<file path="src/rtl/irq_gateway_pkg.sv">
// Shared definitions for the interrupt gateway: bus widths, register offsets,
// response codes, FSM state types and the claim-code helper.
package irq_gateway_pkg;

  localparam int AXI_ADDR_W = 32;
  localparam int AXI_DATA_W = 32;
  localparam int N_SRC_DEF  = 4;

  localparam logic [AXI_ADDR_W-1:0] OFF_PENDING = 32'h00;
  localparam logic [AXI_ADDR_W-1:0] OFF_ENABLE  = 32'h04;
  localparam logic [AXI_ADDR_W-1:0] OFF_MODE    = 32'h08;
  localparam logic [AXI_ADDR_W-1:0] OFF_CLEAR   = 32'h0C;
  localparam logic [AXI_ADDR_W-1:0] OFF_CLAIM   = 32'h10;

  localparam logic [1:0] RESP_OKAY = 2'b00;

  typedef enum logic {WR_IDLE, WR_RESP} wr_state_t;
  typedef enum logic {RD_IDLE, RD_DATA} rd_state_t;

  // Lowest set bit index plus one; 0 when nothing is set.
  function automatic logic [AXI_DATA_W-1:0] claim_code(input logic [AXI_DATA_W-1:0] hits);
    claim_code = '0;
    for (int i = AXI_DATA_W - 1; i >= 0; i--) begin
      if (hits[i]) claim_code = AXI_DATA_W'(i + 1);
    end
  endfunction

endpackage

</file>
<file path="src/rtl/irq_gateway_src_cell.sv">
// One interrupt source: input register, rising-edge detect and the pending bit.
module irq_src_cell (
  input  logic clk,
  input  logic rstn,
  input  logic i_src,
  input  logic i_mode,
  input  logic i_clr,
  input  logic i_mode_chg,
  output logic o_pending
);

  logic r_src_q;
  logic r_pending;

  // A fresh edge beats a same-cycle clear so no interrupt is lost.
  always_ff @(posedge clk) begin
    if (!rstn) begin
      r_src_q   <= 1'b0;
      r_pending <= 1'b0;
    end else begin
      r_src_q <= i_src;
      if (i_mode_chg)               r_pending <= 1'b0;
      else if (!i_mode)             r_pending <= i_src;
      else if (i_src && !r_src_q)   r_pending <= 1'b1;
      else if (i_clr)               r_pending <= 1'b0;
    end
  end

  assign o_pending = r_pending;

endmodule

</file>
<file path="src/rtl/irq_gateway.sv">
// Interrupt gateway: per-source capture cells, enable/mode registers, a
// registered combined irq and an AXI4-lite register slave.
module irq_gateway
  import irq_gateway_pkg::*;
#(
  parameter int N_SRC    = N_SRC_DEF,
  parameter int ADDR_LEN = 5
) (
  input  logic                  clk,
  input  logic                  rstn,
  input  logic [N_SRC-1:0]      src,
  output logic                  irq,
  input  logic [AXI_ADDR_W-1:0] S_AXI_AWADDR,
  input  logic [2:0]            S_AXI_AWPROT,
  input  logic                  S_AXI_AWVALID,
  output logic                  S_AXI_AWREADY,
  input  logic [AXI_DATA_W-1:0] S_AXI_WDATA,
  input  logic [3:0]            S_AXI_WSTRB,
  input  logic                  S_AXI_WVALID,
  output logic                  S_AXI_WREADY,
  output logic [1:0]            S_AXI_BRESP,
  output logic                  S_AXI_BVALID,
  input  logic                  S_AXI_BREADY,
  input  logic [AXI_ADDR_W-1:0] S_AXI_ARADDR,
  input  logic [2:0]            S_AXI_ARPROT,
  input  logic                  S_AXI_ARVALID,
  output logic                  S_AXI_ARREADY,
  output logic [AXI_DATA_W-1:0] S_AXI_RDATA,
  output logic [1:0]            S_AXI_RRESP,
  output logic                  S_AXI_RVALID,
  input  logic                  S_AXI_RREADY
);

  function automatic logic [N_SRC-1:0] lane_merge(input logic [N_SRC-1:0] old_v,
                                                  input logic [AXI_DATA_W-1:0] new_v,
                                                  input logic [3:0] strb);
    for (int i = 0; i < N_SRC; i++) lane_merge[i] = strb[i/8] ? new_v[i] : old_v[i];
  endfunction

  wr_state_t r_wr_state;
  rd_state_t r_rd_state;
  logic r_awready, r_bvalid, r_arready, r_rvalid, r_irq;
  logic [AXI_DATA_W-1:0] r_rdata;
  logic [N_SRC-1:0] r_enable, r_mode;
  logic [N_SRC-1:0] w_pending, w_clr, w_mode_chg, w_enable_wr, w_mode_wr;
  logic [AXI_ADDR_W-1:0] w_waddr, w_raddr;
  logic [AXI_DATA_W-1:0] w_rd_word;
  logic w_wr_fire, w_unused;

  assign w_waddr   = AXI_ADDR_W'(S_AXI_AWADDR[ADDR_LEN-1:0]);
  assign w_raddr   = AXI_ADDR_W'(S_AXI_ARADDR[ADDR_LEN-1:0]);
  assign w_wr_fire = (r_wr_state == WR_IDLE) && r_awready && S_AXI_AWVALID && S_AXI_WVALID;
  assign w_unused  = &{1'b0, S_AXI_AWPROT, S_AXI_ARPROT, S_AXI_AWADDR, S_AXI_ARADDR,
                       S_AXI_WDATA, S_AXI_WSTRB};

  always_comb begin
    w_enable_wr = lane_merge(r_enable, S_AXI_WDATA, S_AXI_WSTRB);
    w_mode_wr   = lane_merge(r_mode, S_AXI_WDATA, S_AXI_WSTRB);
    w_clr       = '0;
    w_mode_chg  = '0;
    if (w_wr_fire && w_waddr == OFF_CLEAR) w_clr = lane_merge('0, S_AXI_WDATA, S_AXI_WSTRB);
    if (w_wr_fire && w_waddr == OFF_MODE)  w_mode_chg = w_mode_wr ^ r_mode;
  end

  for (genvar g = 0; g < N_SRC; g++) begin : g_cell
    irq_src_cell u_cell (
      .clk        (clk),
      .rstn       (rstn),
      .i_src      (src[g]),
      .i_mode     (r_mode[g]),
      .i_clr      (w_clr[g]),
      .i_mode_chg (w_mode_chg[g]),
      .o_pending  (w_pending[g])
    );
  end

  always_comb begin
    w_rd_word = '0;
    case (w_raddr)
      OFF_PENDING: w_rd_word = AXI_DATA_W'(w_pending);
      OFF_ENABLE:  w_rd_word = AXI_DATA_W'(r_enable);
      OFF_MODE:    w_rd_word = AXI_DATA_W'(r_mode);
      OFF_CLAIM:   w_rd_word = claim_code(AXI_DATA_W'(w_pending & r_enable));
      default:     w_rd_word = '0;
    endcase
  end

  always_ff @(posedge clk) begin
    if (!rstn) r_irq <= 1'b0;
    else       r_irq <= |(w_pending & r_enable);
  end

  // Write channel: ready pulses the cycle after AW/W are seen together.
  always_ff @(posedge clk) begin
    if (!rstn) begin
      r_wr_state <= WR_IDLE;
      r_awready  <= 1'b0;
      r_bvalid   <= 1'b0;
      r_enable   <= '0;
      r_mode     <= '0;
    end else begin
      case (r_wr_state)
        WR_IDLE: begin
          if (r_awready) begin
            r_awready <= 1'b0;
            if (w_wr_fire) begin
              r_bvalid   <= 1'b1;
              r_wr_state <= WR_RESP;
              if (w_waddr == OFF_ENABLE) r_enable <= w_enable_wr;
              if (w_waddr == OFF_MODE)   r_mode   <= w_mode_wr;
            end
          end else if (S_AXI_AWVALID && S_AXI_WVALID) begin
            r_awready <= 1'b1;
          end
        end
        WR_RESP: begin
          if (S_AXI_BREADY) begin
            r_bvalid   <= 1'b0;
            r_wr_state <= WR_IDLE;
          end
        end
        default: r_wr_state <= WR_IDLE;
      endcase
    end
  end

  // Read channel: data is captured on the ARREADY cycle and held until RREADY.
  always_ff @(posedge clk) begin
    if (!rstn) begin
      r_rd_state <= RD_IDLE;
      r_arready  <= 1'b0;
      r_rvalid   <= 1'b0;
      r_rdata    <= '0;
    end else begin
      case (r_rd_state)
        RD_IDLE: begin
          if (r_arready) begin
            r_arready <= 1'b0;
            if (S_AXI_ARVALID) begin
              r_rdata    <= w_rd_word;
              r_rvalid   <= 1'b1;
              r_rd_state <= RD_DATA;
            end
          end else if (S_AXI_ARVALID) begin
            r_arready <= 1'b1;
          end
        end
        RD_DATA: begin
          if (S_AXI_RREADY) begin
            r_rvalid   <= 1'b0;
            r_rd_state <= RD_IDLE;
          end
        end
        default: r_rd_state <= RD_IDLE;
      endcase
    end
  end

  assign irq           = r_irq;
  assign S_AXI_AWREADY = r_awready;
  assign S_AXI_WREADY  = r_awready;
  assign S_AXI_BVALID  = r_bvalid;
  assign S_AXI_BRESP   = RESP_OKAY;
  assign S_AXI_ARREADY = r_arready;
  assign S_AXI_RVALID  = r_rvalid;
  assign S_AXI_RDATA   = r_rdata;
  assign S_AXI_RRESP   = RESP_OKAY;

endmodule

</file>
<file path="config.mk">
export PLATFORM = sky130hd
export DESIGN_NAME = irq_gateway
export DESIGN_NICKNAME = d
export VERILOG_FILES = /design/src/rtl/irq_gateway_pkg.sv /design/src/rtl/irq_gateway_src_cell.sv /design/src/rtl/irq_gateway.sv
export SDC_FILE = /design/constraint.sdc
export NUM_CORES = 1
export LEC_CHECK = 0
export ABC_AREA = 0
export BUFFER_PORTS_ARGS = -buffer_cell sky130_fd_sc_hd__buf_2
export CORE_UTILIZATION = 39
export CTS_CLUSTER_DIAMETER = 150
export DETAILED_ROUTE_END_ITERATION = 10
export PLACE_DENSITY = 0.86
export SKIP_LAST_GASP = 1
export SLEW_MARGIN = 40
export SYNTH_ARGS = -nofsm -noshare
export SYNTH_HDL_FRONTEND = slang
export SYNTH_HIERARCHICAL = 1
export SYNTH_SLANG_ARGS = --single-unit
</file>
<file path="constraint.sdc">
create_clock -name clk -period 4.6 [get_ports clk]
set_clock_uncertainty 0.2 [all_clocks]
set_input_delay 0.92 -clock clk [delete_from_list [all_inputs] [get_ports clk]]
set_output_delay 0.92 -clock clk [all_outputs]
set_load 0.02 [all_outputs]
</file>
==> out/qor.yml <==
die_h_um: 66.2
critPathMaxStageDelay_ns: 0.30
stdcell_count: 261
synth.cells.most_frequent: "buf_4 (33), dfxtp_1 (27), nand2_1 (24)"
start_util_pct: 42.3
grt_max_degree: 33
crit_path_start_kind: "input port"
ys_types: 35
globalRouteTotalUtil_pct: 14.3
hp-class: "flip-flop to flip-flop"
cts-htree-levels: 1
clockRootBuffer: "clkbuf_8"
worst_path_max_delay_cell: "nor4_4"
fin_tns_setup_ns: 0
min_period_ns: 2.10
grt_pass1_wl_um: 4740
path_max_fanout: 8
r2r-start: "S_AXI_AWREADY"
wl_per_cell_um: 10.8
ys_seq_elements: 27
use_met2_pct: 25.9
worstSetupEndpoint: "g_cell[2].u_cell/o_pending"
setup_viol: 0
cts-hold-fix-buffers: 0
drv_cap: 0
critical_path_buf_inv_count: 1
port_buffers: 35
hold_viol: 0
slew_viol_final: 0
path_depth: 7
status: "complete, no violations"
antenna_found_initial: 0
synth_top_area_share_pct: 33.6
cts.clk_slew.worst_paths_ns: 0.10
yosysMostFrequentCell: "buf_4"
cts.sinks: 27
post-place-ws_ns: 2.20
firstDrtPassIters: 4
end_kind: "flip-flop"
cts_buffer_depth: 2
fmax_ghz: 0.476
crit_family: "simple AND/OR/NAND/NOR gates"
worst_slack_ns: 2.50
postCtsResizedCells: 0
met3_usage_pct: 3.97
netlist_area_um2: 1610
path_class: "input port to flip-flop"
synth.area.top_cells: "dfxtp_1 (34%), buf_4 (15%), mux2i_1 (7.5%), nand2_1 (5.6%), nand3b_1 (2.8%)"
arrival_ns: 2.07
coreArea_um2: 3800
vdd_drop_max_mv: 0.134
diodes: 0
r2r_slack_ns: 2.81
nets: 331
cts_tree: "yes"
required_ns: 4.57
rsz0062_at_grt: "false"
placed_cells: 257
synthCells: 179
wl_um: 2830
fin_hold_ws_ns: 0.262
max_slew_margin_pct: 65.7
die_x_um: 66.2
clk_latency_ns: 0.27
synth_area_per_cell_um2: 8.98
grt_use_met1_pct: 15.9
busiest_layer: "met2"
first_iter_violations: 48
rr_endpoint: "g_cell[2].u_cell/o_pending"
drive_gt1_share_pct: 24.4
grt_overflow: 0
ys_seq_area_share_pct: 33.6
viasPerCell: 4.57
p_per_area_nw_per_um2: 257
synth_ff_type: "dfxtp_1"
rr_worst_depth: 6
gp_congestion: 0.785
synth_edf_count: 0
ys_async_sr_fraction_pct: 0
worst_pin_slew_ns: 0.511
crit_path_start: "S_AXI_WVALID"
io_pins: 159
dpl.hpwl_um: 2230
grt_pass1_vias: 1075
antenna_left: 0
drcViolationCount: 0
fin_crit_sh_pct: 45.6
ys_warn_count: 6
area_delta_synth_final_pct: 8.56
fillers: 371
path_cells: "buf_2 -> nand4b_4 -> nor4_4 -> nand3b_2 -> nor2_1 -> or2b_1 -> a21oi_2"
rows: 22
synth_top_cell_by_area: "dfxtp_1"
cts_setup_buffers: 0
vias: 1194
leakagePower_nw: 0.855
dieArea_um2: 4380
cts_inserted_buffers: 3
[layout make-up]
class                           count  area [µm²]  share of cell area [%]
Sequential cell                    27         541                    31.0
Clock buffer                        3        41.3                    2.37
Tap cell                           48        60.1                    3.44
Timing Repair Buffer               35         175                    10.0
Multi-Input combinational cell    147         923                    52.9
Clock inverter                      1        5.00                   0.287
[routing by layer]
layer / share of wire [%] / vias to the layer above
met1: 42 / 531
met3: 6.6 / 2
met2: 50 / 47
met4: 1.0 / 0
li1: - / 614
met5: 0 / -
[worst reg2reg max path: cells and delay by family, from the launching register on]
kind	cells	cell delay, ns
simple gates	5	1.03
flops	1	0.43
compound gates	1	0.03
[kinds of logic (layout without fill, tap and decap cells)]
| kind of cell | after synthesis | in the layout | synth area share (%) |
|---|---|---|---|
| mux | 12 | 12 | 7.47 |
| flops | 27 | 27 | 33.6 |
| simple gates | 72 | 72 | 26.8 |
| other cells | 1 | 32 | 0.233 |
| xor+xnor | 4 | 4 | 2.18 |
| buf+inv | 36 | 39 | 16.2 |
| compound gates | 27 | 27 | 13.5 |
[stage by stage]
stage          util, %  power (mW)  area (µm²)
2_1_floorplan        -       0.318        1720
3_3_place_gp      44.7       0.317        1700
3_5_place_dp      44.7       0.319        1700
4_1_cts           45.9       0.452        1750
5_1_grt           45.9       0.468        1750
6_report          45.9       0.448        1750
[registers in the layout, indices dropped and copies added (netlist names)]
signal / count
S_AXI_ARREADY: 1
S_AXI_AWREADY: 1
S_AXI_BVALID: 1
S_AXI_RDATA: 4
S_AXI_RVALID: 1
g_cell.u_cell/o_pending: 4
g_cell.u_cell/r_src_q: 4
irq: 1
r_enable: 4
r_mode: 4
r_rd_state: 1
r_wr_state: 1
[worst min-delay path by stage]
| stage | from | cells after the start | endpoint | slack (ns) |
|---|---|---|---|---|
| 5_1_grt | S_AXI_BVALID | 2 | S_AXI_BVALID | 0.28 |
| 3_3_place_gp | S_AXI_RVALID | 2 | S_AXI_RVALID | 0.25 |
| 4_1_cts | S_AXI_RVALID | 2 | S_AXI_RVALID | 0.27 |
| 6_report | S_AXI_RVALID | 2 | S_AXI_RVALID | 0.26 |
| 2_1_floorplan | r_enable[3] | 2 | r_enable[3] | 0.25 |
| 3_5_place_dp | S_AXI_RVALID | 2 | S_AXI_RVALID | 0.25 |
[layout by cell type (no fill, tap or decap), types with 2 or more instances in the layout]
cell type,instances
buf_2,35
conb_1,32
dfxtp_1,27
nand2_1,24
mux2i_1,12
nor2_1,7
nand3b_1,6
or2b_1,5
a21boi_0,5
xnor2_1,4
and2_1,4
o2bb2ai_1,4
nand3_1,4
and2_2,4
a21bo_1,4
a21oi_2,4
nor2b_1,3
clkbuf_8,3
nand2b_1,2
nand3b_2,2
nor3_1,2
and3_1,2
nor3b_1,2
o21a_1,2
o21ai_0,2
a21oi_1,2
nand4_1,2
[power breakdown]
part | leakage (nW) | switching (mW) | internal (mW)
combinational | 0.609 | 0.0472 | 0.0223
sequential | 0.220 | 0.00429 | 0.239
clock | 0.0255 | 0.0740 | 0.0607
total | 0.855 | 0.125 | 0.322
Note: power is estimated with default switching activity, not from simulation.
